## src/rtl/seq_array_multiplier.sv

```systemverilog
// Sequential shift-add multiplier: one partial-product row per clock, valid/ready on both sides.
// Define MULT_SIGNED_EN to add the per-operation signed_mode port (two's complement).
module seq_array_multiplier #(
  parameter int WIDTH = 8
) (
  input  logic               clk,
  input  logic               rst_n,
  input  logic               in_valid,
  output logic               in_ready,
  input  logic [WIDTH-1:0]   a,
  input  logic [WIDTH-1:0]   b,
`ifdef MULT_SIGNED_EN
  input  logic               signed_mode,
`endif
  output logic               out_valid,
  input  logic               out_ready,
  output logic [2*WIDTH-1:0] product
);

  localparam int CNT_W = $clog2(WIDTH);
  localparam int PW    = 2 * WIDTH;

  typedef enum logic [1:0] {
    IDLE,
    CALC,
    DONE
  } state_e;

  state_e           state_q, state_d;
  logic [CNT_W-1:0] cnt_q, cnt_d;
  logic [PW-1:0]    acc_q, acc_d;
  logic [PW-1:0]    a_q, a_d;
  logic [WIDTH-1:0] b_q, b_d;
  logic             sgn_q, sgn_d;
  logic             in_ready_q, in_ready_d;
  logic             out_valid_q, out_valid_d;
  logic [PW-1:0]    product_q, product_d;

  logic             op_sgn;
  logic             last;
  logic [PW-1:0]    pp;

`ifdef MULT_SIGNED_EN
  assign op_sgn = signed_mode;
`else
  assign op_sgn = 1'b0;
`endif

  assign last = (cnt_q == CNT_W'(WIDTH - 1));
  assign pp   = a_q << cnt_q;

  always_comb begin
    state_d     = state_q;
    cnt_d       = cnt_q;
    acc_d       = acc_q;
    a_d         = a_q;
    b_d         = b_q;
    sgn_d       = sgn_q;
    in_ready_d  = in_ready_q;
    out_valid_d = out_valid_q;
    product_d   = product_q;
    unique case (state_q)
      IDLE: begin
        in_ready_d = 1'b1;
        if (in_valid && in_ready_q) begin
          a_d        = op_sgn ? {{WIDTH{a[WIDTH-1]}}, a}
                              : {{WIDTH{1'b0}}, a};
          b_d        = b;
          sgn_d      = op_sgn;
          acc_d      = '0;
          cnt_d      = '0;
          in_ready_d = 1'b0;
          state_d    = CALC;
        end
      end
      CALC: begin
        // Top multiplier bit carries negative weight in signed mode.
        if (b_q[cnt_q]) begin
          acc_d = (last && sgn_q) ? acc_q - pp : acc_q + pp;
        end
        cnt_d = cnt_q + CNT_W'(1);
        if (last) begin
          cnt_d       = '0;
          out_valid_d = 1'b1;
          product_d   = acc_d;
          state_d     = DONE;
        end
      end
      DONE: begin
        if (out_ready) begin
          out_valid_d = 1'b0;
          in_ready_d  = 1'b1;
          state_d     = IDLE;
        end
      end
      default: begin
        state_d = IDLE;
      end
    endcase
  end

  always_ff @(posedge clk) begin
    if (!rst_n) begin
      state_q     <= IDLE;
      cnt_q       <= '0;
      acc_q       <= '0;
      a_q         <= '0;
      b_q         <= '0;
      sgn_q       <= 1'b0;
      in_ready_q  <= 1'b0;
      out_valid_q <= 1'b0;
      product_q   <= '0;
    end else begin
      state_q     <= state_d;
      cnt_q       <= cnt_d;
      acc_q       <= acc_d;
      a_q         <= a_d;
      b_q         <= b_d;
      sgn_q       <= sgn_d;
      in_ready_q  <= in_ready_d;
      out_valid_q <= out_valid_d;
      product_q   <= product_d;
    end
  end

  assign in_ready  = in_ready_q;
  assign out_valid = out_valid_q;
  assign product   = product_q;

endmodule
```

## config.mk

```make
export PLATFORM = sky130hd
export DESIGN_NAME = seq_array_multiplier
export DESIGN_NICKNAME = d
export VERILOG_FILES = /design/src/rtl/seq_array_multiplier.sv
export SDC_FILE = /design/constraint.sdc
export NUM_CORES = 1
export LEC_CHECK = 0
export CAP_MARGIN = 30
export CORE_ASPECT_RATIO = 1.25
export CORE_MARGIN = 4
export CORE_UTILIZATION = 51
export DETAILED_ROUTE_END_ITERATION = 10
export HOLD_SLACK_MARGIN = 0.06
export PLACE_DENSITY = 0.76
export RECOVER_POWER = 50
export SYNTH_ARGS = -nofsm -noshare
export SYNTH_HDL_FRONTEND = slang
export SYNTH_SLANG_ARGS = --single-unit
```

## constraint.sdc

```tcl
create_clock -name clk -period 2.9 [get_ports clk]
set_input_delay 0.435 -clock clk [delete_from_list [all_inputs] [get_ports clk]]
set_output_delay 0.435 -clock clk [all_outputs]
set_load 0.03 [all_outputs]
```

==> results, run 1 <==
- The flow ran to the end, and the final reports show no timing, DRC or antenna violations.
- The fraction of the mapped netlist area in compound gates is 0.217.
- The signal on the critical path passes through buf_6, mux2i_4, mux2_4, a21oi_2, ha_4, a21o_1, a31oi_2, nand3_4, a2111oi_4, or3b_1, o22ai_1.
- The number of hold buffers added after CTS was 0.
- Routability-driven placement finished with a final weighted congestion of 0.904.
- The average instance in the mapped netlist occupies 8.23 um2.
- The sum of negative setup slack is 0 ns.
- The count of maximum capacitance violations is 0.
- The proportion of power drawn by flip-flops and latches is 0.521.
- The floorplan core area is 0.00657 mm2.
- The largest fanout on the critical path is 6.
- The worst-case IR drop observed on VDD is 0.000325 V.
- After filler insertion, the fill cell instance count of the layout stands at 565.
- Of the total synthesized cell area, the portion taken by full adders, half adders and majority gates is 0.0680.
- The initial utilization of the core area, before any placement, comes to 0.522.
- The repair_antennas step left the layout with diodes totalling 0.
- The final instance area is 0.00428 mm2.
- At the end of the flow, the number of nets in the layout was 501.
- When the netlist entered floorplanning its net count stood at 454.
- Of the total synthesized cell area, the portion taken by XOR and XNOR cells is 0.0307.
- Setup violations remaining at the end of the flow were counted as 0.
- The global routing usage summed across all routing layers is 0.212.
- Of the total power, the share spent switching nets is 0.250.
- The global-route track usage on met2 is 0.400.
- The clock passes through at most 2 buffers.
- The time the worst path needs with I/O delays and setup is 2.85 ns.
- Counting flops and latches in the post-synthesis netlist gives 55.
- The first TritonRoute pass finished after 4 iterations.
- Dividing the detail-routed via count by the number of cells gives 5.61.
- The highest-utilization routing layer at the global route stage is met2.
- In this run, distinct cell masters in the synthesized netlist total 57.
- The critical setup path kind is flop to flop.
- During placement, the flow inserted port buffers numbering 37.
- The die is 81.3 um wide.
- The arrival time reported for the critical path endpoint is 3.05 ns.
- The internal portion of total power is 1.13 mW.
- Dividing total power by cell area gives a power density of 351 mW/mm2.
- The class of the tightest hold or removal check is flop to flop.
- The tree built by TritonCTS fans out to 55 sinks.
- Broken down by cell family, the worst path's largest delay share belongs to compound AO/OA/AOI/OAI gates.
- In the final layout, the share of cells above drive strength 1 is 0.175.
- For the pin with the worst max-slew slack, the measured transition is 0.652 ns.
- Of the total synthesized cell area, the portion taken by AND, OR, NAND and NOR gates is 0.221.
- The area growth from synthesis to layout is 25.1%.
- In this design, the stage delay of the slowest critical-path cell is 0.42 ns.
- Synthesis handed over a netlist of 416 instances.
- The Yosys step of the flow raised 0 warnings.
- The total length of routed wires is 8500 um.
- Clock-pin slew was measured on the worst setup and hold paths at 0.10 ns.
- Data on the critical path is required at its endpoint by 3.10 ns.
- The worst setup path is launched from a flop.
- The leakage dissipation is 1.64 nW.
- The number of enable flip-flop cells after synthesis is 0.
- In the final routed layout, each cell accounts on average for 15.4 um.
- The detailed router placed 3089 vias in this run.
- The fraction of registers with async set/reset is 0.
- CTS placed an instance of sky130_fd_sc_hd__clkbuf_8 at the clock tree root.
- The global-route congestion overflow total is 0.
- The pin count of the biggest net entering global routing is 35.
- The combined buffer and inverter count along the critical path is 1.
- The clock reaches the later pin of the worst-skew pair after 0.31 ns.
- The initial antenna violation count is 0.
- Of the available clock period, the critical path in the final layout requires 0.981.
- In the global route stage, met1 resource usage came out at 0.236.
- After synthesis, the largest family of logic cells by area is simple AND/OR/NAND/NOR gates.
- Of the total power, combinational logic draws 0.136.
- The count of unresolved DRC violations after routing is 0.
- Static timing analysis puts the maximum clock frequency at 351 MHz.
- For this run, the leading register cell type out of synthesis is sky130_fd_sc_hd__dfxtp_1.
- Setup repair after global routing could not meet its margin everywhere.
- Summing every instance area after synthesis gives 0.00342 mm2.
- The share of total power in the clock network is 0.343.
- In this run the cell area measured after placement is 0.00395 mm2.
- The number of global-route vias before repair is 2928.
- The analysis attributes to net switching a power of 0.376 mW.
- The sequential fraction of the synthesis area is 0.322.
- The wire length of the first global-routing pass is 13600 um.
- The number of slew-limit violations in the final report is 0.
- Measured along the y axis, the die boundary spans 99.6 um.
- Clock tree synthesis inserted a total of 5 buffers.
- The number of violations reported at the end of detailed-routing iteration 0 is 83.
- Clock skew on the completed layout was measured at 0.00947 ns.
- The multiplexer area fraction after synthesis is 0.0946.
- The worst pin sits at a relative slew slack of 0.561.
- The slowest library cell on the worst path is sky130_fd_sc_hd__a2111oi_4.
- The die covers 0.00810 mm2.
- For met3 alone, demand over resource in global routing was 0.0335.
- The clock tree from TritonCTS is built.
- The HPWL after detailed placement is 6310 um.
- In this run the remaining antenna-violating nets after routing total 0.
- Row generation in the floorplan step produced 33 rows.
- The number of H-tree levels is 2.
- The kind of end point of the critical path is a flop.
- Pin placement for this block handled 38 I/O pins.
- The number of failing hold endpoints at the final stage is 0.
## final cells by class
type	instances	area (um2)	share of cell area
Clock buffer	6	72.6	0.0169
Inverter	3	11.3	0.00263
Sequential cell	55	1110	0.258
Clock inverter	2	38.8	0.00905
Timing Repair Buffer	69	622	0.145
Multi-Input combinational cell	329	2320	0.543
Tap cell	87	109	0.0254
## metrics by stage
stage | setup slack (ns) | cells | total power [mW] | hold slack (ns) | util
floorplan | 0.00716 | 416 | 0.922 | 0.440 | -
global placement | -0.0517 | 538 | 0.984 | 0.438 | 0.602
detailed placement | -0.0848 | 538 | 0.989 | 0.452 | 0.602
CTS | 0.0116 | 546 | 1.50 | 0.465 | 0.621
global route | -0.0581 | 551 | 1.58 | 0.489 | 0.653
finish | 0.0538 | 551 | 1.51 | 0.457 | 0.653
## path summary, 6_finish.rpt
| kind | slack [ns] | from | end | cells past startpoint |
|---|---|---|---|---|
| worst max-delay path | 0.05 | cnt_q[1]$_SDFFE_PN0P_ | acc_q[15]$_SDFFE_PN0P_ | 11 |
| worst min-delay path | 0.46 | product[2]$_SDFFE_PN0P_ | product[2]$_SDFFE_PN0P_ | 2 |
| worst max register to register | 0.05 | cnt_q[1]$_SDFFE_PN0P_ | acc_q[15]$_SDFFE_PN0P_ | 11 |
| worst min register to register | 0.46 | product[2]$_SDFFE_PN0P_ | product[2]$_SDFFE_PN0P_ | 2 |
## cells in the final DEF (no fill, tap or decap), drive strengths merged, types with 2 or more instances in the layout
cell,instances
mux2,5
o21bai,3
o22ai,6
nand3,16
a2111oi,2
a21boi,26
clkdlybuf4s50,37
and3,4
a21o,3
dfxtp,55
nor4,2
buf,32
inv,4
o211a,4
nand2,80
o21a,4
xnor2,11
nor3,11
ha,17
o21ai,26
mux4,2
a21oi,25
nor2,20
nor2b,7
a31oi,3
and2,7
nor3b,3
clkbuf,6
nand2b,5
mux2i,21
o211ai,2
## per-layer routing
metal | up-vias | share of wire
li1 | 1557 | -
met1 | 1460 | 0.40
met2 | 59 | 0.55
met3 | 13 | 0.032
met4 | 0 | 0.019
met5 | - | 0
## cell families after synthesis
logic type	count (synthesis)
xor+xnor	12
compound gates	111
mux	28
fa+ha+maj	18
flops	55
buf+inv	32
simple gates	160
## registers in the layout, indices dropped and copies added, names as in the netlist
signal	count
in_ready	1
state_q	2
cnt_q	3
acc_q	16
a_q	8
product	16
out_valid	1
b_q	8
## cell usage after synthesis (3+ instances only)
cell | count | area (um2)
sky130_fd_sc_hd__o21bai_1 | 3 | 22.5
sky130_fd_sc_hd__a21boi_0 | 24 | 180
sky130_fd_sc_hd__nand2b_1 | 5 | 31.3
sky130_fd_sc_hd__o211a_1 | 4 | 40.0
sky130_fd_sc_hd__xnor2_1 | 11 | 96.3
sky130_fd_sc_hd__clkbuf_1 | 19 | 71.3
sky130_fd_sc_hd__a31oi_1 | 3 | 18.8
sky130_fd_sc_hd__buf_6 | 3 | 33.8
sky130_fd_sc_hd__o21ai_0 | 20 | 100
sky130_fd_sc_hd__nor2b_1 | 7 | 43.8
sky130_fd_sc_hd__nand3_1 | 15 | 75.1
sky130_fd_sc_hd__and3_1 | 4 | 25.0
sky130_fd_sc_hd__nand2_1 | 80 | 300
sky130_fd_sc_hd__ha_1 | 17 | 213
sky130_fd_sc_hd__nor3_1 | 10 | 50.1
sky130_fd_sc_hd__nor2_1 | 19 | 71.3
sky130_fd_sc_hd__a21oi_1 | 25 | 125
sky130_fd_sc_hd__mux2i_1 | 20 | 200
sky130_fd_sc_hd__o22ai_1 | 6 | 37.5
sky130_fd_sc_hd__mux2_2 | 5 | 56.3
sky130_fd_sc_hd__dfxtp_1 | 55 | 1100
sky130_fd_sc_hd__buf_2 | 4 | 20.0
sky130_fd_sc_hd__o21ai_1 | 5 | 25.0
sky130_fd_sc_hd__inv_1 | 3 | 11.3
sky130_fd_sc_hd__o21a_1 | 4 | 30.0
sky130_fd_sc_hd__a21o_1 | 3 | 22.5
sky130_fd_sc_hd__and2_1 | 7 | 43.8
## worst register-to-register path, stage by stage (launching register included)
cell	delay, ns
sky130_fd_sc_hd__dfxtp_4	0.38
sky130_fd_sc_hd__buf_6	0.13
sky130_fd_sc_hd__mux2i_4	0.18
sky130_fd_sc_hd__mux2_4	0.29
sky130_fd_sc_hd__a21oi_2	0.22
sky130_fd_sc_hd__ha_4	0.24
sky130_fd_sc_hd__a21o_1	0.20
sky130_fd_sc_hd__a31oi_2	0.28
sky130_fd_sc_hd__nand3_4	0.14
sky130_fd_sc_hd__a2111oi_4	0.42
sky130_fd_sc_hd__or3b_1	0.18
sky130_fd_sc_hd__o22ai_1	0.07
## power groups by stage
| stage | clock (mW) | combinational (mW) | sequential, mW |
|---|---|---|---|
| finish | 0.517 | 0.205 | 0.784 |
| global route | 0.571 | 0.222 | 0.787 |
| CTS | 0.528 | 0.190 | 0.782 |
| detailed placement | 0 | 0.189 | 0.800 |
| global placement | 0 | 0.185 | 0.799 |
| floorplan | 0 | 0.123 | 0.799 |
## what timing repair did
item	4_1_cts	5_1_grt
gates resized for setup	5	36
pin swaps	2	20
setup endpoints to repair	5	11
setup buffers	0	5
Power figures use the tool's default switching activity.
==> inputs of run 2 (changes only) <==
PLACE_DENSITY = unset   (was 0.76)
PLACE_DENSITY_LB_ADDON = 0.08   (was unset)
==> results, run 2 (synthesized netlist as in run 1, its figures left out) <==
- In this run the most critical hold path is launched from product[2]$_SDFFE_PN0P_.
- The CTS root buffer is sky130_fd_sc_hd__clkbuf_8.
- Across every metal layer, demand over resource in global routing totals 0.220.
- The area growth from synthesis to layout is 23.8%.
- The share of the clock period used by the worst path after layout is 0.999.
- The number of buffers on the longest clock path is 2.
- The total inserted antenna cells is 0.
- The number of nets in the finished design is 503.
- For this design the static power due to leakage is 1.64 nW.
- The worst hold path passes through 2 cells.
- Derived from the worst setup path, the maximum achievable clock frequency is 345 MHz.
- The critical path contains buffers and inverters numbering 2 combined.
- In the final routed layout, each cell accounts on average for 15.7 um.
- For this run the aggregate overflow at the end of global routing stands at 0.
- Wires add up to 8690 um.
- The total power density per cell area is 343 mW/mm2.
- In this run the critical register-to-register path is launched from cnt_q[1]$_SDFFE_PN0P_.
- The signal on the critical path passes through buf_4, mux2i_2, mux2_4, o22ai_4, ha_4, nand4b_1, a2111o_1, nand3_2, a2111oi_4, buf_4, or3b_1, o22ai_1.
- The number of H-tree levels is 2.
- The class of the tightest hold or removal check is flop to flop.
- The share of total power dissipated in the clock network is 0.317.
- The congestion estimate from routability-driven global placement came to 0.893.
- STA classifies the critical path startpoint as a flop.
- Of the total power, the share spent switching nets is 0.268.
- The delay of the slowest cell on the worst path is 0.50 ns.
- Clock-pin slew was measured on the worst setup and hold paths at 0.11 ns.
- The wire length of the first global-routing pass is 13900 um.
- The number of violations reported at the end of detailed-routing iteration 0 is 185.
- The kind of end point of the critical path is a flop.
- The slowest stage of the critical path belongs to the cell sky130_fd_sc_hd__a2111o_1.
- The most prevalent standard cell on the critical path is sky130_fd_sc_hd__buf_4.
- The total CTS buffers is 5.
- The count of buffers from port buffering is 37.
- The switching power is 0.390 mW.
- The fraction of layout cells with a size suffix above 1 is 0.163.
- After legalization and detailed placement, the total HPWL measured 6290 um.
- The total power draw is 1.45 mW.
- The arrival time reported for the critical path endpoint is 3.16 ns.
- In this run the remaining antenna-violating nets after routing total 0.
- Max-cap violations in this run came to 0.
- Setup violations remaining at the end of the flow were counted as 0.
- Between clock sinks in the finished design, the worst skew comes to 0.00965 ns.
- The measured slew at the worst slew-check pin is 0.625 ns.
- The final core utilization is 0.646.
- After layout, the minimum clock period comes to 2.90 ns.
- The most common library cell in the layout ignoring fill and taps is sky130_fd_sc_hd__nand2_1.
- The clock net in this run drives a total of 55 sinks.
- The routed via count divided by cell count is 5.62.
- Setup repair after global routing could not meet its margin everywhere.
- Before antenna repair, the detailed router went through 4 iterations.
- TritonCTS built the clock tree.
- The clock latency at the later pin of the worst-skew pair is 0.32 ns.
- The run finished with clean final reports.
- The total area inside the core boundary comes to 0.00657 mm2.
- The critical setup path kind is flop to flop.
- Measured in cells, the most critical reg-to-reg path has a length of 12.
- The initial standard-cell utilization of the core is 0.522.
- In the layout the commonest cells are 80 x sky130_fd_sc_hd__nand2_1, 53 x sky130_fd_sc_hd__dfxtp_1, 37 x sky130_fd_sc_hd__clkdlybuf4s50_1, 33 x sky130_fd_sc_hd__buf_4, 24 x sky130_fd_sc_hd__a21boi_0.
- The combinational share of power is 0.143.
- The initial antenna violation count is 0.
- 38 I/O pins were placed.
- The routed layout has 3101 vias.
- The number of failing hold endpoints at the final stage was 0.
- The family with the most delay on the worst path is compound AO/OA/AOI/OAI gates.
- The required time reported for the critical path endpoint is 3.16 ns.
- The number of slew-limit violations in the final report is 0.
- The worst-case headroom to the max-slew limit is 0.574.
- The die area is 0.00810 mm2.
- The critical path starts at cnt_q[1]$_SDFFE_PN0P_.
- The count of unresolved DRC violations after routing is 0.
- The site row count is 33.
- From left edge to right edge, the die measures 81.3 um.
- In this run the worst path has a maximum fanout of 4.
- The path length in cells of the critical path is 12.
- VDD sags by at most 0.000280 V.
- The proportion of power drawn by flip-flops and latches is 0.540.
- Cell internal power was estimated by the tool at 1.06 mW.
- The vertical extent of the die is 99.6 um.
- The pin count of the biggest net entering global routing is 38.
- The number of global-route vias before repair is 2984.
[run 2: cell count changes in the layout (fill, tap and decap cells not counted), moves of 2 or more]
cell	change
sky130_fd_sc_hd__o21ai_2	-2
sky130_fd_sc_hd__buf_4	+4
sky130_fd_sc_hd__o21ai_1	+2
sky130_fd_sc_hd__ha_1	+2
sky130_fd_sc_hd__buf_6	-2
[run 2: per-stage QoR]
step | cells | instance area (um2) | TNS [ns] | worst slack (ns) | hold WS (ns)
finish | 552 | 4240 | 0 | 0.00341 | 0.454
global route | 552 | 4240 | -0.527 | -0.135 | 0.485
CTS | 548 | 4100 | -0.0129 | -0.00663 | 0.457
detailed placement | 539 | 3960 | -0.0923 | -0.0448 | 0.444
global placement | 539 | 3960 | 0 | 0.0172 | 0.437
floorplan | 416 | 3440 | 0 | 0.00716 | 0.440
[run 2: path summary, 6_finish.rpt]
kind	end	slack (ns)
min	product[2]$_SDFFE_PN0P_	0.45
max	acc_q[15]$_SDFFE_PN0P_	0.003
max reg2reg	acc_q[15]$_SDFFE_PN0P_	0.003
min reg2reg	product[2]$_SDFFE_PN0P_	0.45
[run 2: area by class of cell]
cell class	instances	area, um2
sequential	55	1110
multi-input combinational	329	2290
fill	587	2330
timing repair buffer	71	629
clock buffer	6	82.6
tap	87	109
clock inverter	1	8.76
inverter	3	11.3
[run 2: timing repair]
action	in CTS	in global routing
hold buffers	0	0
setup endpoints to repair	5	12
pin swaps	3	16
resized for setup	10	21
buffers inserted	2	4
gates cloned	0	0
[run 2: tightest hold or removal path: stages (launching register included)]
cell	delay [ns]
sky130_fd_sc_hd__dfxtp_1	0.32
sky130_fd_sc_hd__nand2_1	0.05
sky130_fd_sc_hd__a21boi_1	0.05
[run 2: power groups by stage]
stage                     Clock [mW]  Sequential [mW]  Combinational (mW)
after floorplan                    0            0.799               0.123
after global placement             0            0.800               0.188
after detailed placement           0            0.801               0.191
after CTS                      0.471            0.785               0.195
after global routing           0.503            0.787               0.227
final                          0.461            0.784               0.208
[run 2: routing by layer]
layer	wire length (um)	track usage
met1	3610	0.253
met2	4510	0.381
met3	285	0.0371
met4	274	0.116
met5	0	0
==> inputs of run 3 (changes only) <==
==> constraint.sdc (replaced) <==
create_clock -name clk -period 2.9 [get_ports clk]
set_input_delay 0.58 -clock clk [delete_from_list [all_inputs] [get_ports clk]]
set_output_delay 0.58 -clock clk [all_outputs]
set_load 0.03 [all_outputs]
==> results, run 3 (synthesized netlist as in run 1, its figures left out) <==
- The critical setup path kind is flop to flop.
- The horizontal extent of the die is 81.3 um.
- The pin count of the biggest net entering global routing is 30.
- The area growth from synthesis to layout is 24.5%.
- IR analysis of the VDD net gives a maximum drop of 0.000312 V.
- TritonCTS built the clock tree.
- Along the worst path, the maximum fanout reaches 6.
- The worst-case headroom to the max-slew limit is 0.159.
- The final core utilization is 0.649.
- Dividing the detail-routed wire length by the instance count gives 15.3 um.
- Static timing analysis puts the maximum clock frequency at 359 MHz.
- The time the worst path needs with I/O delays and setup is 2.78 ns.
- The total inserted antenna cells is 0.
- The initial standard-cell utilization of the core is 0.522.
- The library cell used most frequently in the layout, excluding fill and tap cells, is sky130_fd_sc_hd__nand2_1.
- In this run the core area contains 33 standard-cell rows.
- The worst path meets setup with 0.116 ns of slack.
- The initial antenna violation count is 0.
- STA puts the critical path data arrival time at 3.00 ns.
- The number of global-route vias before repair is 2960.
- The vertical extent of the die is 99.6 um.
- The detailed router finished its first iteration with 164 violations.
- The region available for standard cell placement spans 0.00657 mm2.
- The wire length of the first global-routing pass is 13900 um.
- Across the routed clock network, the largest skew measured is 0.0143 ns.
- The detailed-router iteration count before antenna repair is 4.
- The HPWL after detailed placement is 6360 um.
- Using the TritonRoute via totals, the vias-per-cell ratio works out to 5.54.
- Routability-driven placement finished with a final weighted congestion of 0.868.
- Max-cap violations in this run came to 0.
- In this run the worst hold path is classified as flop to flop.
- The die covers 0.00810 mm2.
- Counting every sink on the clock net gives 55.
- The number of nets with antenna violations after detailed routing is 0.
- The final instance area is 0.00426 mm2.
- The number of cells in the finished layout apart from fillers is 553.
- After global routing the overflow that remains totals 0.
- The measured slew at the worst slew-check pin is 1.26 ns.
- The fraction of layout cells with a size suffix above 1 is 0.167.
- The number of failing hold endpoints at the final stage is 0.
- The number of nets in the finished design is 503.
- The total CTS buffers is 5.
- In this run the static leakage power is 1.69 nW.
- During I/O placement, the number of pins put on the boundary was 38.
- The global routing usage summed across all routing layers is 0.218.
- In the layout the commonest cells are 80 x sky130_fd_sc_hd__nand2_1, 53 x sky130_fd_sc_hd__dfxtp_1, 32 x sky130_fd_sc_hd__buf_4, 24 x sky130_fd_sc_hd__a21boi_0, 23 x sky130_fd_sc_hd__clkdlybuf4s50_1.
- The count of unresolved DRC violations after routing is 0.
- Setup violations remaining at the end of the flow were counted as 0.
- The routed design has 8470 um of wire.
- The share of the clock period used by the worst path after layout is 0.960.
- For the worst setup path, the data required time is 3.12 ns.
- The placed instances occupy a cell area of 0.00395 mm2.
- Port buffering added 37 buffers.
- In this run, placement finished with an instance count of 538.
- The total power density per cell area is 355 mW/mm2.
- The CTS root buffer is sky130_fd_sc_hd__clkbuf_8.
- After clock tree synthesis, the clock-pin slew on the worst setup and hold paths is 0.11 ns.
- The hold buffer count at CTS is 0.
- The worst setup path is launched from a flop.
- The total power draw is 1.51 mW.
- The number of buffers on the longest clock path is 2.
- The run finished with clean final reports.
- The post-placement worst setup slack is 0.0161 ns.
- The number of slew-limit violations in the final report is 0.
- For the worst-skew pair, the clock arrives at the later sink with an insertion delay of 0.32 ns.
- STA classifies the critical path endpoint as a flop.
- CTS built an H-tree with a depth of 2.
- The via total after detailed routing is 3065.
==> run 3: changes by cell type in the layout (fill, tap and decap cells not counted), sizes merged <==
cell / delta
buf: -2
dlygate4sd3: +14
clkbuf: +2
clkdlybuf4s50: -14
bufinv: +1
==> run 3: worst paths after layout <==
| path | slack, ns | cells after the start | end | start |
|---|---|---|---|---|
| setup reg to reg | 0.12 | 11 | product[14]$_SDFFE_PN0P_ | cnt_q[1]$_SDFFE_PN0P_ |
| setup / recovery | 0.12 | 11 | product[14]$_SDFFE_PN0P_ | cnt_q[1]$_SDFFE_PN0P_ |
| hold reg to reg | 0.46 | 2 | b_q[6]$_SDFFE_PN0P_ | b_q[6]$_SDFFE_PN0P_ |
| hold / removal | 0.46 | 2 | b_q[6]$_SDFFE_PN0P_ | b_q[6]$_SDFFE_PN0P_ |
==> run 3: worst max-delay path: stages (launching register included) <==
cell	delay (ns)
sky130_fd_sc_hd__dfxtp_4	0.37
sky130_fd_sc_hd__buf_4	0.16
sky130_fd_sc_hd__mux2i_4	0.18
sky130_fd_sc_hd__mux2_4	0.29
sky130_fd_sc_hd__a21oi_2	0.19
sky130_fd_sc_hd__ha_4	0.24
sky130_fd_sc_hd__a21o_1	0.19
sky130_fd_sc_hd__a221o_1	0.34
sky130_fd_sc_hd__and3_4	0.20
sky130_fd_sc_hd__nor3_4	0.19
sky130_fd_sc_hd__a21oi_1	0.06
sky130_fd_sc_hd__o311a_1	0.29
==> run 3: metrics by stage <==
stage	hold WS (ns)	setup TNS [ns]
after floorplan	0.440	0
after global placement	0.440	0
after detailed placement	0.454	0
after CTS	0.468	0
after global routing	0.493	-0.0400
final	0.463	0
==> run 3: area by class of cell <==
cell class	count	area [um2]
clock inverters	2	38.8
repair buffers	71	618
well taps	87	109
multi-input cells	329	2310
flip-flops and latches	55	1110
inverters	3	11.3
fillers	574	2300
clock buffers	6	72.6
==> run 3: report_power, final <==
part           internal, mW  switching, mW  leakage (nW)
clock                 0.261          0.264        0.0558
combinational        0.0983          0.104          1.19
sequential            0.770         0.0151         0.446
==> run 3: metal layers <==
metal | part of all wire | wire length (um) | up-vias | track usage
met5 | 0 | 0 | - | 0
met1 | 0.42 | 3550 | 1428 | 0.251
met3 | 0.024 | 206 | 19 | 0.0299
li1 | - | - | 1566 | -
met4 | 0.025 | 214 | 0 | 0.0741
met2 | 0.53 | 4500 | 52 | 0.400
==> run 3: repair_timing <==
action                                  4_1_cts  5_1_grt
pin swaps                                     1       15
gates resized for setup                       2       32
buffers inserted                              0        7
endpoints found under the setup margin        2       14
